`config.mk`:
```
export PLATFORM = sky130hd
export DESIGN_NAME = mem_port_arbiter
export DESIGN_NICKNAME = d
export VERILOG_FILES = /design/src/rtl/pipeline_pkg.sv /design/src/rtl/mem_arb_pick.sv /design/src/rtl/mem_port_arbiter.sv
export SDC_FILE = /design/constraint.sdc
export NUM_CORES = 1
export LEC_CHECK = 0
export BUFFER_PORTS_ARGS = -buffer_cell sky130_fd_sc_hd__buf_2
export CELL_PAD_IN_SITES_DETAIL_PLACEMENT = 1
export CELL_PAD_IN_SITES_GLOBAL_PLACEMENT = 1
export CORE_AREA = 4 4 106 108
export CTS_BUF_LIST = sky130_fd_sc_hd__clkbuf_4 sky130_fd_sc_hd__clkbuf_8
export DETAILED_ROUTE_END_ITERATION = 8
export DIE_AREA = 0 0 110 112
export GPL_TIMING_DRIVEN = 0
export PLACE_DENSITY = 0.94
export SLEW_MARGIN = 25
export SYNTH_ARGS = -nofsm -noshare
export SYNTH_HDL_FRONTEND = slang
export SYNTH_SLANG_ARGS = --single-unit
export TNS_END_PERCENT = 1
```
`constraint.sdc`:
```
create_clock -name clk_i -period 4.2 [get_ports clk_i]
set_clock_uncertainty 0.15 [all_clocks]
set_input_delay 1.26 -clock clk_i [delete_from_list [all_inputs] [get_ports clk_i]]
set_output_delay 1.26 -clock clk_i [all_outputs]
set_load 0.01 [all_outputs]
```
`src/rtl/pipeline_pkg.sv`:
```
// Shared types for the memory port arbiter: FSM state and bus owner encodings.
package pipeline_pkg;

    typedef enum logic [1:0] {
        ARB_IDLE,
        ARB_REQ,
        ARB_WAIT
    } arb_state_e;

    typedef enum logic [1:0] {
        OWN_NONE,
        OWN_IF,
        OWN_D
    } arb_owner_e;

endpackage

```
`src/rtl/mem_arb_pick.sv`:
```
// Winner select between fetch and data requesters, with the fetch starvation counter.
module mem_arb_pick
    import pipeline_pkg::*;
#(
    parameter int STARVE_MAX = 4,
    parameter int CNT_W      = $clog2(STARVE_MAX + 1)
) (
    input  logic       clk_i,
    input  logic       rst_i,
    input  logic       arb_i,
    input  logic       if_req_raw_i,
    input  logic       if_req_i,
    input  logic       d_req_i,
    output arb_owner_e win_o
);

    localparam logic [CNT_W-1:0] CNT_MAX = CNT_W'(STARVE_MAX);

    logic [CNT_W-1:0] starve_q;
    logic [CNT_W-1:0] starve_d;

    always_comb begin
        win_o = OWN_NONE;
        if (d_req_i && !(if_req_i && starve_q == CNT_MAX)) begin
            win_o = OWN_D;
        end else if (if_req_i) begin
            win_o = OWN_IF;
        end
    end

    // A fetch masked by a flush is not waiting, so a data win then does not count.
    always_comb begin
        starve_d = starve_q;
        if (!if_req_raw_i) begin
            starve_d = '0;
        end else if (arb_i && win_o == OWN_IF) begin
            starve_d = '0;
        end else if (arb_i && win_o == OWN_D && if_req_i && starve_q != CNT_MAX) begin
            starve_d = starve_q + 1'b1;
        end
    end

    always_ff @(posedge clk_i or posedge rst_i) begin
        if (rst_i) begin
            starve_q <= '0;
        end else begin
            starve_q <= starve_d;
        end
    end

endmodule

```
`src/rtl/mem_port_arbiter.sv`:
```
// Shares one single-ported memory between instruction fetch and data access,
// one outstanding transaction at a time.
//
//  state    | meaning
//  ---------+-----------------------------------------------------------
//  ARB_IDLE | no transaction; a pending request is issued combinationally
//  ARB_REQ  | request raised, waiting for mem_ready_i
//  ARB_WAIT | request accepted, waiting for mem_rvalid_i
module mem_port_arbiter
    import pipeline_pkg::*;
#(
    parameter int ADDR_W     = 32,
    parameter int DATA_W     = 32,
    parameter int STARVE_MAX = 4
) (
    input  logic                clk_i,
    input  logic                rst_i,
    input  logic                if_req_i,
    input  logic [ADDR_W-1:0]   if_addr_i,
    input  logic                if_flush_i,
    output logic [DATA_W-1:0]   if_rdata_o,
    output logic                if_valid_o,
    output logic                if_stall_o,
    input  logic                d_req_i,
    input  logic                d_we_i,
    input  logic [ADDR_W-1:0]   d_addr_i,
    input  logic [DATA_W-1:0]   d_wdata_i,
    input  logic [DATA_W/8-1:0] d_be_i,
    output logic [DATA_W-1:0]   d_rdata_o,
    output logic                d_valid_o,
    output logic                d_stall_o,
    output logic                mem_req_o,
    output logic                mem_we_o,
    output logic [ADDR_W-1:0]   mem_addr_o,
    output logic [DATA_W-1:0]   mem_wdata_o,
    output logic [DATA_W/8-1:0] mem_be_o,
    input  logic                mem_ready_i,
    input  logic                mem_rvalid_i,
    input  logic [DATA_W-1:0]   mem_rdata_i
);

    arb_state_e state_q;
    arb_owner_e owner_q;
    logic       drop_q;

    arb_owner_e win;
    arb_owner_e sel;
    logic       in_idle;
    logic       if_req_eff;
    logic       flush_hit;
    logic       resp;

    assign in_idle    = (state_q == ARB_IDLE);
    assign if_req_eff = if_req_i & ~(in_idle & if_flush_i);
    assign flush_hit  = if_flush_i & (owner_q == OWN_IF);
    assign resp       = (state_q == ARB_WAIT) & mem_rvalid_i;

    mem_arb_pick #(
        .STARVE_MAX (STARVE_MAX)
    ) u_pick (
        .clk_i        (clk_i),
        .rst_i        (rst_i),
        .arb_i        (in_idle),
        .if_req_raw_i (if_req_i),
        .if_req_i     (if_req_eff),
        .d_req_i      (d_req_i),
        .win_o        (win)
    );

    always_ff @(posedge clk_i or posedge rst_i) begin
        if (rst_i) begin
            state_q <= ARB_IDLE;
            owner_q <= OWN_NONE;
            drop_q  <= 1'b0;
        end else begin
            case (state_q)
                ARB_IDLE: begin
                    if (win != OWN_NONE) begin
                        owner_q <= win;
                        drop_q  <= 1'b0;
                        state_q <= mem_ready_i ? ARB_WAIT : ARB_REQ;
                    end
                end
                ARB_REQ: begin
                    if (flush_hit) drop_q <= 1'b1;
                    if (mem_ready_i) state_q <= ARB_WAIT;
                end
                ARB_WAIT: begin
                    if (mem_rvalid_i) begin
                        state_q <= ARB_IDLE;
                        owner_q <= OWN_NONE;
                        drop_q  <= 1'b0;
                    end else if (flush_hit) begin
                        drop_q <= 1'b1;
                    end
                end
                default: state_q <= ARB_IDLE;
            endcase
        end
    end

    // The winner drives the bus in IDLE; afterwards the latched owner keeps it.
    assign sel       = in_idle ? win : owner_q;
    assign mem_req_o = ~rst_i & ((in_idle & (win != OWN_NONE)) | (state_q == ARB_REQ));

    always_comb begin
        mem_we_o    = 1'b0;
        mem_addr_o  = '0;
        mem_wdata_o = '0;
        mem_be_o    = '0;
        if (mem_req_o) begin
            if (sel == OWN_D) begin
                mem_we_o    = d_we_i;
                mem_addr_o  = d_addr_i;
                mem_wdata_o = d_wdata_i;
                mem_be_o    = d_be_i;
            end else begin
                mem_addr_o = if_addr_i;
                mem_be_o   = '1;
            end
        end
    end

    assign if_valid_o = resp & (owner_q == OWN_IF) & ~drop_q & ~if_flush_i;
    assign d_valid_o  = resp & (owner_q == OWN_D);
    assign if_rdata_o = if_valid_o ? mem_rdata_i : '0;
    assign d_rdata_o  = d_valid_o ? mem_rdata_i : '0;
    assign if_stall_o = if_req_i & ~if_valid_o;
    assign d_stall_o  = d_req_i & ~d_valid_o;

endmodule

```
# [Word-level counts from Yosys, hierarchy flattened]
# Cells that the tools add are included.
[classes] n_addsub=1 eq_ne=13 muxes=27 bitwise=19 reduce_logical=14
[op_table] cell="2-to-1 mux 32 bit" n=6
[op_table] cell="2-to-1 mux 2 bit" n=7
[op_table] cell="bitwise AND 1 bit" n=12
[op_table] cell="2-to-1 mux 3 bit" n=3
[op_table] cell="equality test 2 bit (second input constant)" n=4
[op_table] cell="2-to-1 mux 4 bit" n=2
[op_table] cell="equality test 2 x 1 -> 1 bit (second input constant)" n=3
[op_table] cell="logical AND 1 bit" n=6
[op_table] cell="2-to-1 mux 1 bit" n=6
[op_table] cell="NOT 1 bit" n=6
[op_table] cell="case mux 2 bit (3 select lines)" n=1
[op_table] cell="AND reduction 3 bit" n=2
[op_table] cell="!= test 2 bit (second input constant)" n=2
[op_table] cell="case mux 2 bit (2 select lines)" n=1
[op_table] cell="nonzero test 2 bit" n=2
[op_table] cell="adder 3 x 1 -> 3 bit (second input constant)" n=1
[op_table] cell="equality test 3 bit (second input constant)" n=1
[op_table] cell="!= test 3 x 1 -> 1 bit (second input constant)" n=1
[op_table] cell="!= test 3 bit (second input constant)" n=1
[op_table] cell="case mux 1 bit (3 select lines)" n=1
[op_table] cell="nonzero test 3 bit" n=1
[op_table] cell="logical NOT 2 bit" n=1
[op_table] cell="!= test 2 x 1 -> 1 bit (second input constant)" n=1
[op_table] cell="AND reduction 2 bit" n=1
[op_table] cell="2 further kinds" n=2
[totals] regBits=8 in_bits=140 out_inout_bits=138 elab_cells=78

# [Depth between registers and ports, before layout]
[depth] ltp_word=15 ltp_mapped=7 ltp_nobuf=5

# [Hierarchy]
# From an unflattened synthesis, not the netlist that was laid out.
[unflattened] hier_cells=299 hier_area_um2=1959.4
[by_module_without_submodules] mod="mem_port_arbiter" instances=1 cells_per_inst=275 area_per_inst_um2=1746.7 seq_area_each_um2=125.1
[by_module_without_submodules] mod="mem_arb_pick" instances=1 cells_per_inst=24 area_per_inst_um2=212.7 seq_area_each_um2=75.1

# [Least setup slack after synthesis]
# No wires, ideal clock.
[synth_timing] path_type="input port to output port" from="input port rst_i" to="output port mem_addr_o[10]" arrival_time_ns=2.250 required_time_ns=2.790 slack_ns=0.540 cell_stages=5 n_path_buf=2 cell_sequence="o21ba_2 > buf_4 > clkbuf_1 > o211ai_1 > mux2i_1"
[synth_between] elab_chain_len=3
[synth_lines] element="start, declared" line_no="mem_port_arbiter.sv:17" source="input logic rst_i,"
[synth_lines] element="NOT 1 bit" line_no="mem_port_arbiter.sv:104" source="assign mem_req_o = ~rst_i & ((in_idle & (win != OWN_NONE)) | (state_q == ARB_REQ));"
[synth_lines] element="bitwise AND 1 bit" line_no="mem_port_arbiter.sv:104"
[synth_lines] element="2-to-1 mux 32 bit" line_no="mem_port_arbiter.sv:111" source="if (mem_req_o) begin"
[synth_lines] element="end, declared" line_no="mem_port_arbiter.sv:34" source="output logic [ADDR_W-1:0] mem_addr_o,"
# Every way passes these cells.

# [Final worst setup path]
[layout_timing] from="input port rst_i" to="output port mem_addr_o[2]"
# Same word-level chain as after synthesis.

==> impl_metrics.tcl <==
set metrics [dict create \
    arrival_ns 2.69 \
    drive_above_1_share 0.5316 \
    clock.fmax_ghz 0.2440 \
    cts_buffer_depth 2 \
    synth_top_flop_cell "dfrtp_1" \
    gp_congestion 0.8689 \
    finalCritPeriodShare 0.9757 \
    synth_seq_cells 8 \
    synthesis.instances 305 \
    io-pin-count 278 \
    core_sq_mm 0.01023 \
    final_cell_area_sq_mm 0.003908 \
    fin_crit_ns 4.098 \
    track_usage 0.1897 \
    die_width_um 110 \
    vias_per_cell 4.824 \
    rr_worst_depth 5 \
    clock_insertion_delay_worst_skew_ns 0.24 \
    total_power_mw 1.386 \
    powerDensity_mw_per_mm2 354.7 \
    max_slew_margin 0.6571 \
    synth_largest_area_cell "o211ai_1" \
    antenna_found_initial 0 \
    dpl.hpwl_um 10770 \
    synth_nets 451 \
    port_buffers 277 \
    wl_per_cell_um 17.52 \
    hold-worst-slack_ns 0.4126 \
    cts_buffers 3 \
    setup_viol 0 \
    worstMarginPinSlew_ns 0.5115 \
    async_flop_share 1.000 \
    drt_pass1_iterations 4 \
    synth_seq_area_share 0.08672 \
    ys_types 42 \
    clk_transition_reported_paths_ns 0.05 \
    syn_area_per_cell_sq_um 7.569 \
    crit_type "in2out" \
    synth_commonest_cells "and2_1 (64), o211ai_1 (64), and3_1 (33)" \
    leakage_nw 2.389 \
    grt_max_degree 11 \
    fillers 1379 \
    fin_nets 733 \
    finalHoldViolCount 0 \
    critPathLaunchType "input pin" \
    dpl-instance-area_sq_mm 0.003865 \
    rsz0062_at_grt "true" \
    fp.dieH_um 112 \
    critPathRequiredTime_ns 2.79 \
    post_cts_buffers 0 \
    final_util 0.3819 \
    ys_top_cells_by_area "o211ai_1 (21%), and2_1 (17%), mux2i_1 (14%)" \
    initial_core_util 0.2256 \
    cts_tree "done" \
    cts.repair.resized 0 \
    drc 0 \
    cp_max_fo 10 \
    routed_wl_um 12630 \
    ir_drop_mv 0.1314 \
    rows 37 \
    outcome "finished, final reports clean" \
    clock-root-buffer "clkbuf_8" \
    synth_area_sq_mm 0.002308 \
    cts.sinks 8 \
    drt-initial-drc-count 235 \
    dieArea_sq_mm 0.01232 \
    syn2layout_area_growth_pct 69.27 \
    grt_overflow_total 0 \
    grt_pass1_vias 3727 \
    postCtsHoldBufs 0 \
    maxCapViolCount 0 \
    netlist.area_leader.share 0.2081 \
    num_vias 3478 \
    ys_warn_count 0 \
    synth-edff-count 0 \
    end_kind "primary output" \
    diodes 0 \
    slew_violations 0 \
    hold_path.class "reg2reg" \
    min_path_cells 2 \
    antenna_left 0 \
    htreeDepth 1 \
    grt_pass1_wl_um 18730 \
]
area by class of cell:
type	instances	area, sq um	area share
Tap cell	136	170.2	0.04355
Timing Repair Buffer	277	1386	0.3548
Multi-Input combinational cell	250	1869	0.4784
Buffer	39	210.2	0.05379
Inverter	8	30.03	0.007685
Clock buffer	3	41.29	0.01057
Sequential cell	8	200.2	0.05123
cells by family (layout without fill, tap and decap cells):
family,Yosys count,count (layout),synth area share
compound gates,89,89,0.2900
flops,8,8,0.08672
fa+ha+maj,6,6,0.03252
buf+inv,47,327,0.1035
simple gates,123,123,0.3485
mux,32,32,0.1388
state kept, by name, indices dropped and copies added, names as in the netlist:
| register | count |
|---|---|
| drop_q | 1 |
| owner_q | 2 |
| state_q | 2 |
| u_pick.starve_q | 3 |
per-layer routing:
metal / up-vias / global-route usage / wire, um
met5: - / 0 / 0
met1: 1604 / 0.2053 / 4810
li1: 1684 / - / -
met4: 0 / 0.05403 / 179
met2: 179 / 0.3604 / 6430
met3: 11 / 0.04000 / 1208
report_power, final:
part           leakage [nW]  switching, mW  total (mW)  internal [mW]
registers             0.107         0.0206       0.117         0.0962
clock network        0.0216         0.0397       0.103         0.0629
logic                  2.26          0.670        1.17          0.497
cell usage in the layout, fill, tap and decap left out, drive strengths merged, types with 6 or more instances in the layout:
master / synthesis / final
ha: 6 / 6
buf: 25 / 302
mux2i: 32 / 32
dfrtp: 8 / 8
clkbuf: 14 / 17
nor2b: 6 / 6
o211ai: 64 / 64
and3: 33 / 33
and2: 64 / 64
inv: 8 / 8
final timing paths:
check | startpoint | end | slack [ns]
worst max-delay path | rst_i | mem_addr_o[2] | 0.10
worst min-delay path | u_pick.starve_q[1] | u_pick.starve_q[1] | 0.41
worst max register to register | state_q[0] | state_q[0] | 2.33
worst min register to register | u_pick.starve_q[1] | u_pick.starve_q[1] | 0.41
max in group asynchronous | rst_i | state_q[0] | 2.80
min in group asynchronous | rst_i | owner_q[0] | 0.84
worst max-delay path, cell delays in order:
cell and delay (ns):
buf_2 0.11, o21ba_2 0.24, buf_4 0.17, clkbuf_1 0.37, o211ai_1 0.18, mux2i_1 0.18
buf_2 0.17
stage by stage:
| stage | setup TNS [ns] | worst slack [ns] | std cells |
|---|---|---|---|
| floorplan | 0 | 0.5405 | 305 |
| global placement | 0 | 0.1367 | 718 |
| detailed placement | 0 | 0.1098 | 718 |
| CTS | 0 | 0.1037 | 721 |
| global route | -0.08750 | -0.04204 | 721 |
| finish | 0 | 0.1020 | 721 |
No activity file was read; power rests on OpenSTA's default activity.
